[src/rtl/gpu_pkg.sv]
// Shared types for the shape sequencer: shape/edge/state encodings and opcode geometry.
// Pure declarations, no logic.
package gpu_pkg;

    localparam int OPCODE_W = 74;
    localparam int LOC_W    = 19;
    localparam int COLOR_W  = 16;

    typedef enum logic [1:0] {
        SHAPE_LINE     = 2'd0,
        SHAPE_TRIANGLE = 2'd1,
        SHAPE_CIRCLE   = 2'd2
    } shape_t;

    typedef enum logic [3:0] {
        L1   = 4'd0,
        TRI1 = 4'd1,
        TRI2 = 4'd2,
        TRI3 = 4'd3,
        CIR1 = 4'd4
    } edge_sel_t;

    typedef enum logic [1:0] {
        ST_IDLE   = 2'd0,
        ST_ISSUE  = 2'd1,
        ST_WAIT   = 2'd2,
        ST_FINISH = 2'd3
    } seq_state_t;

    function automatic edge_sel_t first_edge(input logic [1:0] shape);
        case (shape)
            SHAPE_TRIANGLE: first_edge = TRI1;
            SHAPE_CIRCLE:   first_edge = CIR1;
            default:        first_edge = L1;
        endcase
    endfunction

endpackage

[src/rtl/seq_watchdog.sv]
// Cycle counter with synchronous clear and enable; tc pulses combinationally on the MAX-th enabled cycle.
// Latency: tc asserts in the cycle the count sits at MAX-1 with enable high.
// Backpressure: none; count holds at the terminal value until cleared.
module seq_watchdog #(
    parameter int MAX = 4096
) (
    input  logic clk,
    input  logic n_rst,
    input  logic clr,
    input  logic en,
    output logic tc
);
    localparam int CW = $clog2(MAX + 1);

    logic [CW-1:0] cnt;

    assign tc = en && (cnt == CW'(MAX - 1));

    always_ff @(posedge clk) begin
        if (!n_rst) begin
            cnt <= '0;
        end else if (clr) begin
            cnt <= '0;
        end else if (en && !tc) begin
            cnt <= cnt + CW'(1);
        end
    end

endmodule

[src/rtl/shape_sequencer.sv]
// Accepts one shape opcode, steps output_sel through its edges, pulsing draw_start and awaiting draw_done per edge.
// Latency: draw_start one cycle after accept; shape_done one cycle after the last draw_done; op_ready two after it.
// Backpressure: op_ready only in IDLE; SHAPE_SEQ_WATCHDOG_EN adds a WAIT timeout reported on err_timeout.
module shape_sequencer
    import gpu_pkg::*;
#(
    parameter int WDOG_CYCLES = 4096
) (
    input  logic                clk,
    input  logic                n_rst,
    input  logic                op_valid,
    input  logic [1:0]          op_shape,
    input  logic [OPCODE_W-1:0] opdata,
    output logic                op_ready,
    output logic [OPCODE_W-1:0] opdata_q,
    output logic [3:0]          output_sel,
    output logic                draw_start,
    output logic                draw_circle,
    input  logic                draw_done,
    output logic                shape_done,
`ifdef SHAPE_SEQ_WATCHDOG_EN
    output logic                err_timeout,
`endif
    output logic                err_shape
);

    seq_state_t state;
    edge_sel_t  sel_q;

    assign op_ready   = (state == ST_IDLE);
    assign output_sel = sel_q;

`ifdef SHAPE_SEQ_WATCHDOG_EN
    logic wdog_tc;

    seq_watchdog #(.MAX(WDOG_CYCLES)) u_wdog (
        .clk   (clk),
        .n_rst (n_rst),
        .clr   (draw_start),
        .en    (state == ST_WAIT),
        .tc    (wdog_tc)
    );
`endif

    always_ff @(posedge clk) begin
        if (!n_rst) begin
            state       <= ST_IDLE;
            sel_q       <= L1;
            opdata_q    <= '0;
            draw_start  <= 1'b0;
            draw_circle <= 1'b0;
            shape_done  <= 1'b0;
            err_shape   <= 1'b0;
`ifdef SHAPE_SEQ_WATCHDOG_EN
            err_timeout <= 1'b0;
`endif
        end else begin
            draw_start <= 1'b0;
            shape_done <= 1'b0;
            err_shape  <= 1'b0;
`ifdef SHAPE_SEQ_WATCHDOG_EN
            err_timeout <= 1'b0;
`endif
            case (state)
                ST_IDLE: begin
                    if (op_valid) begin
                        if (op_shape == 2'd3) begin
                            err_shape <= 1'b1;
                        end else begin
                            opdata_q    <= opdata;
                            sel_q       <= first_edge(op_shape);
                            draw_circle <= (op_shape == SHAPE_CIRCLE);
                            draw_start  <= 1'b1;
                            state       <= ST_ISSUE;
                        end
                    end
                end
                ST_ISSUE: state <= ST_WAIT;
                ST_WAIT: begin
                    // A done coinciding with the watchdog terminal count takes priority.
                    if (draw_done) begin
                        if (sel_q == TRI1 || sel_q == TRI2) begin
                            sel_q      <= edge_sel_t'(sel_q + 4'd1);
                            draw_start <= 1'b1;
                            state      <= ST_ISSUE;
                        end else begin
                            shape_done <= 1'b1;
                            state      <= ST_FINISH;
                        end
                    end
`ifdef SHAPE_SEQ_WATCHDOG_EN
                    else if (wdog_tc) begin
                        err_timeout <= 1'b1;
                        state       <= ST_IDLE;
                    end
`endif
                end
                ST_FINISH: state <= ST_IDLE;
                default:   state <= ST_IDLE;
            endcase
        end
    end

endmodule

[config.mk]
export PLATFORM = sky130hd
export DESIGN_NAME = shape_sequencer
export DESIGN_NICKNAME = d
export VERILOG_FILES = /design/src/rtl/gpu_pkg.sv /design/src/rtl/seq_watchdog.sv /design/src/rtl/shape_sequencer.sv
export SDC_FILE = /design/constraint.sdc
export NUM_CORES = 1
export LEC_CHECK = 0
export BUFFER_PORTS_ARGS = -buffer_cell sky130_fd_sc_hd__buf_4
export CAP_MARGIN = 20
export CORE_MARGIN = 5
export CORE_UTILIZATION = 42
export DETAILED_ROUTE_END_ITERATION = 10
export HOLD_SLACK_MARGIN = 0.05
export PLACE_DENSITY = 0.76
export SLEW_MARGIN = 20
export SYNTH_ARGS = -nofsm -noshare
export SYNTH_HDL_FRONTEND = slang
export SYNTH_HIERARCHICAL = 1
export SYNTH_SLANG_ARGS = --single-unit
[constraint.sdc]
create_clock -name clk -period 1.6 [get_ports clk]
set_input_delay 0.16 -clock clk [delete_from_list [all_inputs] [get_ports clk]]
set_output_delay 0.16 -clock clk [all_outputs]
set_load 0.02 [all_outputs]
==> metrics.csv, run 1 <==
metric,value,unit
min_path_type,in -> reg,
power_switching,0.001407,W
drive_gt1_share,48.25,%
regArea,1690,um2
rows,33,
numCtsBuffers,9,
die_h,101.7,um
syn_nets,456,
num-fill-cells,714,
drt-pass1-iter-count,4,
outcome,completed,
synthFlopType,dfxtp_1,
nets,621,
multi_input_area,1660,um2
met1_usage,19.38,%
grt_pass1_vias,2956,
core_area,8217,um2
synth_top_area_share,47.59,%
syn_inst,373,
synthTopCellsByArea,"dfxtp_1, a21boi_2, nand2_1",
hp-start,opdata[2],
grt_max_degree,48,
synth_cell_type_count,31,
ant_nets,0,
worst_pin_slew,0.3991,ns
setup_viol,0,
io_pins,163,
vias,3095,
relSlewSlack,73.39,%
pwr-share-seq,46.5,%
power.share.combinational,22.8,%
synth-warning-count,6,
clk_latency,0.34,ns
path_cells,or3b_4 -> a21oi_4 -> buf_4 -> clkbuf_16 -> nand2_1 -> a21boi_2,
htree_num_levels,3,
start_kind,flop,
io_buffers,162,
p_sw_share,28.41,%
hpwlAfterDp,6443,um
cp-startpoint,state[1]$_SDFFE_PN0P_,
power.internal,0.003545,W
ys_seq_elements,84,
antenna_found_initial,0,
clk_pin_slew,0.09,ns
place.gp.congestion,0.7576,
met3_usage,3.926,%
critPathMaxFanout,21,
seq_area_frac_synth,47.59,%
rr_startpoint,state[1]$_SDFFE_PN0P_,
synthArstFlopShare,0,%
power.share.clock,30.7,%
syn2layout_area_growth,45.50,%
cp_data_arrival_time,1.82,ns
finish.instance_area,5141,um2
floorplan.initialDensity,43.00,%
gr-usage-all-layers,16.83,%
hold_viol_final,0,
cts_root_buf,clkbuf_8,
syn_area,3533,um2
power_leakage,2.227,nW
maxSlewViolCount,0,
tritoncts,built,
synthTopCellsByCount,"nand2_1, dfxtp_1, a21boi_2",
setup_ws,0.05748,ns
wirelength,9121,um
clock-sinks,84,
cap_viol_max_count,0,
via_per_inst,4.776,
final.setup_skew,0.01074,ns
drcViolationCount,0,
synth.most_common_cell,nand2_1,
syn_avg_cell_area,9.473,um2
vdd_drop_max,0.0005635,V
fmax,648.3,MHz
top_usage_layer,met2,
use_met2,29.43,%
crit_required,1.88,ns
cp_top_family,simple AND/OR/NAND/NOR gates,
grt_first_pass_wirelength,13920,um
power_density,963.2,nW/um2
drt_iter0_markers,81,
period_needed,1.543,ns
crit_slowest_cell,or3b_4,
synth_area_leader_cell,dfxtp_1,
cts.path.max_buffers,2,
placed_area,4773,um2
gr-total-overflow,0,
wl_per_cell,14.08,um
crit_path_max_incr_delay,0.42,ns
fp.dieW,101.7,um
min_period_over_period,96.41,%
die_area,10350,um2
synth-edff-count,0,
cp_num_buf_inv,2,
diodes,0,
pre_cts_ws,-0.01039,ns
cp-end-kind,flop,
crit_type,reg -> reg,
[sequential cells by signal, summed over array words and instances, names as in the netlist]
register and count:
draw_circle 1, shape_done 1, output_sel 4, state 2, err_shape 1, draw_start 1
opdata_q 74
[cell usage in the layout (no fill, tap or decap), types with 2 or more instances in the layout]
cell,netlist,layout
and2b_1,2,2
and3_1,2,2
nor2_1,5,5
a21boi_1,0,3
nand2b_1,2,2
dfxtp_1,84,81
clkinvlp_4,0,3
nand2_1,153,152
buf_4,1,168
dlygate4sd3_1,0,5
clkbuf_16,0,2
dfxtp_4,0,2
clkbuf_8,0,10
a21boi_2,60,61
a21boi_0,16,12
buf_12,7,3
ha_1,3,3
[power groups by stage]
stage          clock (W)  combinational, W  sequential [W]
6_report         0.00152           0.00113         0.00230
3_3_place_gp           0           0.00104         0.00235
2_1_floorplan          0          0.000481         0.00251
4_1_cts          0.00157           0.00108         0.00230
3_5_place_dp           0           0.00106         0.00235
5_1_grt          0.00167           0.00122         0.00232
[worst min-delay path: stages]
cell and delay (ns):
buf_4 0.11, nand2_1 0.06, a21boi_2 0.04
[stage by stage]
stage / std cells / total power (W) / setup TNS [ns] / hold WS [ns] / utilization (%)
final: 648 / 0.004952 / 0 / 0.06822 / 62.57
after global routing: 648 / 0.005207 / -0.004295 / 0.04929 / 62.57
after CTS: 642 / 0.004950 / 0 / 0.05017 / 61.06
after detailed placement: 623 / 0.003416 / -0.01039 / 0.4223 / 58.09
after global placement: 623 / 0.003390 / 0 / 0.4140 / 58.09
after floorplan: 373 / 0.002993 / 0 / 0.2859 / -
[cells by family (layout without fill, tap and decap cells)]
logic type	after synthesis	after routing	share of synthesized area (%)
AOI/OAI and AO/OA	85	85	24.86
xor gates and xnor gates	1	1	0.2479
adders and majority gates	3	3	1.062
buffers and inverters	27	197	6.374
DFF	84	84	47.59
and+or+nand+nor	173	173	19.87
[final timing paths]
check,to,slack [ns],cells past startpoint
worst max-delay path,opdata_q[72]$_SDFFE_PN0P_,0.06,6
worst min-delay path,opdata_q[2]$_SDFFE_PN0P_,0.07,3
worst max register to register,opdata_q[72]$_SDFFE_PN0P_,0.06,6
worst min register to register,opdata_q[58]$_SDFFE_PN0P_,0.47,2
[timing repair]
| item | CTS | global route |
|---|---|---|
| gates resized for setup | 1 | 13 |
| pin swaps | 0 | 2 |
| hold buffers | 3 | 2 |
| cloned | 0 | 2 |
| hold endpoints to repair | 3 | 2 |
| endpoints found under the setup margin | 3 | 37 |
| setup buffers | 0 | 2 |
[metal layers]
metal	wire (um)	up-vias
met4	255	0
met2	4619	103
met3	654	18
li1	-	1541
met1	3592	1433
met5	0	-
[cell type report]
class	instances	area share, %
flip-flops and latches	84	32.88
clock buffers	11	2.750
repair buffers	179	28.18
well taps	105	2.555
inverters	2	0.1460
multi-input cells	262	32.29
clock inverters	5	1.193
Power figures use the tool's default switching activity.
==> inputs of run 2 (changes only) <==
--- a/config.mk
+++ b/config.mk
@@ -5,13 +5,13 @@
 export SDC_FILE = /design/constraint.sdc
 export NUM_CORES = 1
 export LEC_CHECK = 0
-export BUFFER_PORTS_ARGS = -buffer_cell sky130_fd_sc_hd__buf_4
 export CAP_MARGIN = 20
 export CORE_MARGIN = 5
-export CORE_UTILIZATION = 42
+export CORE_UTILIZATION = 56
 export DETAILED_ROUTE_END_ITERATION = 10
+export DONT_BUFFER_PORTS = 1
 export HOLD_SLACK_MARGIN = 0.05
-export PLACE_DENSITY = 0.76
+export PLACE_DENSITY = 0.74
 export SLEW_MARGIN = 20
 export SYNTH_ARGS = -nofsm -noshare
 export SYNTH_HDL_FRONTEND = slang
==> run 2 against run 1 <==
  * Sequential share of layout area rose by 3.7 points
  * Wire length fell by 0.67%
  * Worst setup slack got worse by 0.055 ns
  * Flip-flop and latch count did not move
  * Utilization rose by 11 points
  * Die area fell by 23%
  * Critical path depth did not move
  * Cell count fell by 18%
  * Via count fell by 8.4%
  * Clock-buffer cell count rose by 1
  * Highest routed layer unchanged
==> metrics.csv, run 2 (synthesized netlist as in run 1, its figures left out) <==
metric,value,unit,change
outcome,completed,,
fmax,626.1,MHz,-3.4%
syn2layout_area_growth,30.45,%,
drive_gt1_share,21.68,%,-27 points
final_util,73.86,%,+11 points
htree_num_levels,3,,unchanged
io_pins,163,,unchanged
largest_register_ffs,74,,unchanged
num-fill-cells,417,,-42%
relSlewSlack,72.58,%,-0.81 points
grt_pass1_vias,2808,,-5.0%
power.share.clock,33.7,%,+3.0 points
clock-sinks,84,,unchanged
cp_data_arrival_time,1.88,ns,+0.06 ns
min_path_type,in -> reg,,
pwr-share-seq,51.2,%,+4.7 points
clk_pin_slew,0.08,ns,about the same
gr-usage-all-layers,21.05,%,+4.2 points
antenna_found_initial,0,,unchanged
power_density,1055,nW/um2,+9.5%
place.gp.congestion,0.7226,,-4.6%
layout_common_cells,"nand2_1, dfxtp_1, dlygate4sd3_1, a21boi_2, a21boi_0",,
r2r_setup_slack,0.003,ns,-0.05 ns
power_switching,0.001338,W,-4.9%
setup_viol,0,,unchanged
cap_viol_max_count,0,,unchanged
wl_per_cell,17.13,um,+22%
die_h,89.44,um,-12%
crit_type,reg -> reg,,
fin_cells,529,,-18%
via_per_inst,5.361,,+12%
tritoncts,built,,
start_kind,flop,,
period_needed,1.597,ns,+0.05473 ns
clk_latency,0.34,ns,about the same
cts.path.max_buffers,2,,unchanged
min_period_over_period,99.83,%,+3.4 points
numCtsBuffers,9,,unchanged
wirelength,9060,um,-0.67%
core_area,6241,um2,-24%
diodes,0,,unchanged
reg2reg_depth,6,,unchanged
die_area,7999,um2,-23%
path_cells,or3b_4 -> a21oi_4 -> buf_6 -> clkbuf_16 -> nand2_1 -> a21boi_2,,
rows,29,,-12%
final.setup_skew,0.008518,ns,-0.002220 ns
ant_nets,0,,unchanged
grt_setup_unrepaired,true,,
vias,2836,,-8.4%
power_leakage,1.718,nW,-23%
whs_path_depth,2,,-1
power.internal,0.003525,W,-0.55%
power.share.combinational,15.1,%,-7.7 points
final_common_cell,nand2_1,,
drt-pass1-iter-count,4,,unchanged
critPathMaxFanout,23,,+9.5%
fp.dieW,89.44,um,-12%
drcViolationCount,0,,unchanged
grt_first_pass_wirelength,12890,um,-7.4%
grt_max_degree,84,,+75%
top_register,opdata_q,,
holdWs,0.09669,ns,+0.02847 ns
p_sw_share,27.51,%,-0.90 points
floorplan.initialDensity,56.62,%,+14 points
vdd_drop_max,0.0007289,V,+29%
maxSlewViolCount,0,,unchanged
crit_path_max_incr_delay,0.44,ns,+0.02 ns
nets,530,,-15%
crit_slowest_cell,or3b_4,,
fin_tns_setup,0,ns,unchanged
cts_root_buf,clkbuf_8,,
drt_iter0_markers,78,,-3.7%
hold_viol_final,0,,unchanged
crit_required,1.88,ns,about the same
cp-end-kind,flop,,
io_buffers,0,,-100%
gr-total-overflow,0,,unchanged
placed_cells,434,,-30%
hpwlAfterDp,5313,um,-18%
worst_pin_slew,0.4098,ns,+0.01070 ns
[run 2: cell count changes in the layout (fill, tap and decap cells not counted), sizes merged]
cell	change
buf	-161
dlygate4sd3	+71
clkinvlp	-2
bufinv	+1
[run 2: worst paths after layout]
kind / start / endpoint
max reg2reg: state[1]$_SDFFE_PN0P_ / opdata_q[48]$_SDFFE_PN0P_
min: draw_done / state[1]$_SDFFE_PN0P_
max: state[1]$_SDFFE_PN0P_ / opdata_q[48]$_SDFFE_PN0P_
min reg2reg: state[0]$_SDFFE_PN0P_ / state[0]$_SDFFE_PN0P_
[run 2: cell type report]
class	count	area, um2	share of cell area, %
clock buffer	12	145.1	3.149
clock inverter	4	72.57	1.574
inverter	2	7.507	0.1629
multi-input combinational	262	1660	36.02
sequential	84	1685	36.56
tap	77	96.34	2.090
timing repair buffer	88	942.2	20.44
[run 2: timing repair]
item                                    CTS  global route
endpoints found under the setup margin    0            17
resized for setup                         0            10
buffers inserted                          0             1
endpoints found under the hold margin    83             0
hold buffers                             77             0
[run 2: metal layers]
layer	up-vias	GRT usage, %	routed length, um
met5	-	0	0
met4	0	10.15	165
met3	20	7.742	826
met2	128	38.65	4873
met1	1327	20.73	3194
li1	1361	-	-
[run 2: worst max-delay path, delay by kind of cell, from the launching register on]
kind | cells | cell delay, ns
simple gates | 2 | 0.53
compound gates | 2 | 0.35
flops | 1 | 0.34
buf+inv | 2 | 0.32
[run 2: per-stage QoR]
stage / worst slack, ns / instance area, um2 / power (W)
after floorplan: 0.06052 / 3543 / 0.002993
after global placement: 0.1139 / 3542 / 0.003021
after detailed placement: 0.05870 / 3542 / 0.003047
after CTS: 0.04256 / 4548 / 0.004856
after global routing: -0.04529 / 4609 / 0.005066
final: 0.002752 / 4609 / 0.004864
[run 2: power by group through the flow]
stage	sequential, W	clock [W]	combinational, W
after detailed placement	0.00254	0	0.000509
after global routing	0.00251	0.00176	0.000798
after global placement	0.00253	0	0.000488
after floorplan	0.00251	0	0.000481
after CTS	0.00249	0.00168	0.000690
final	0.00249	0.00164	0.000735
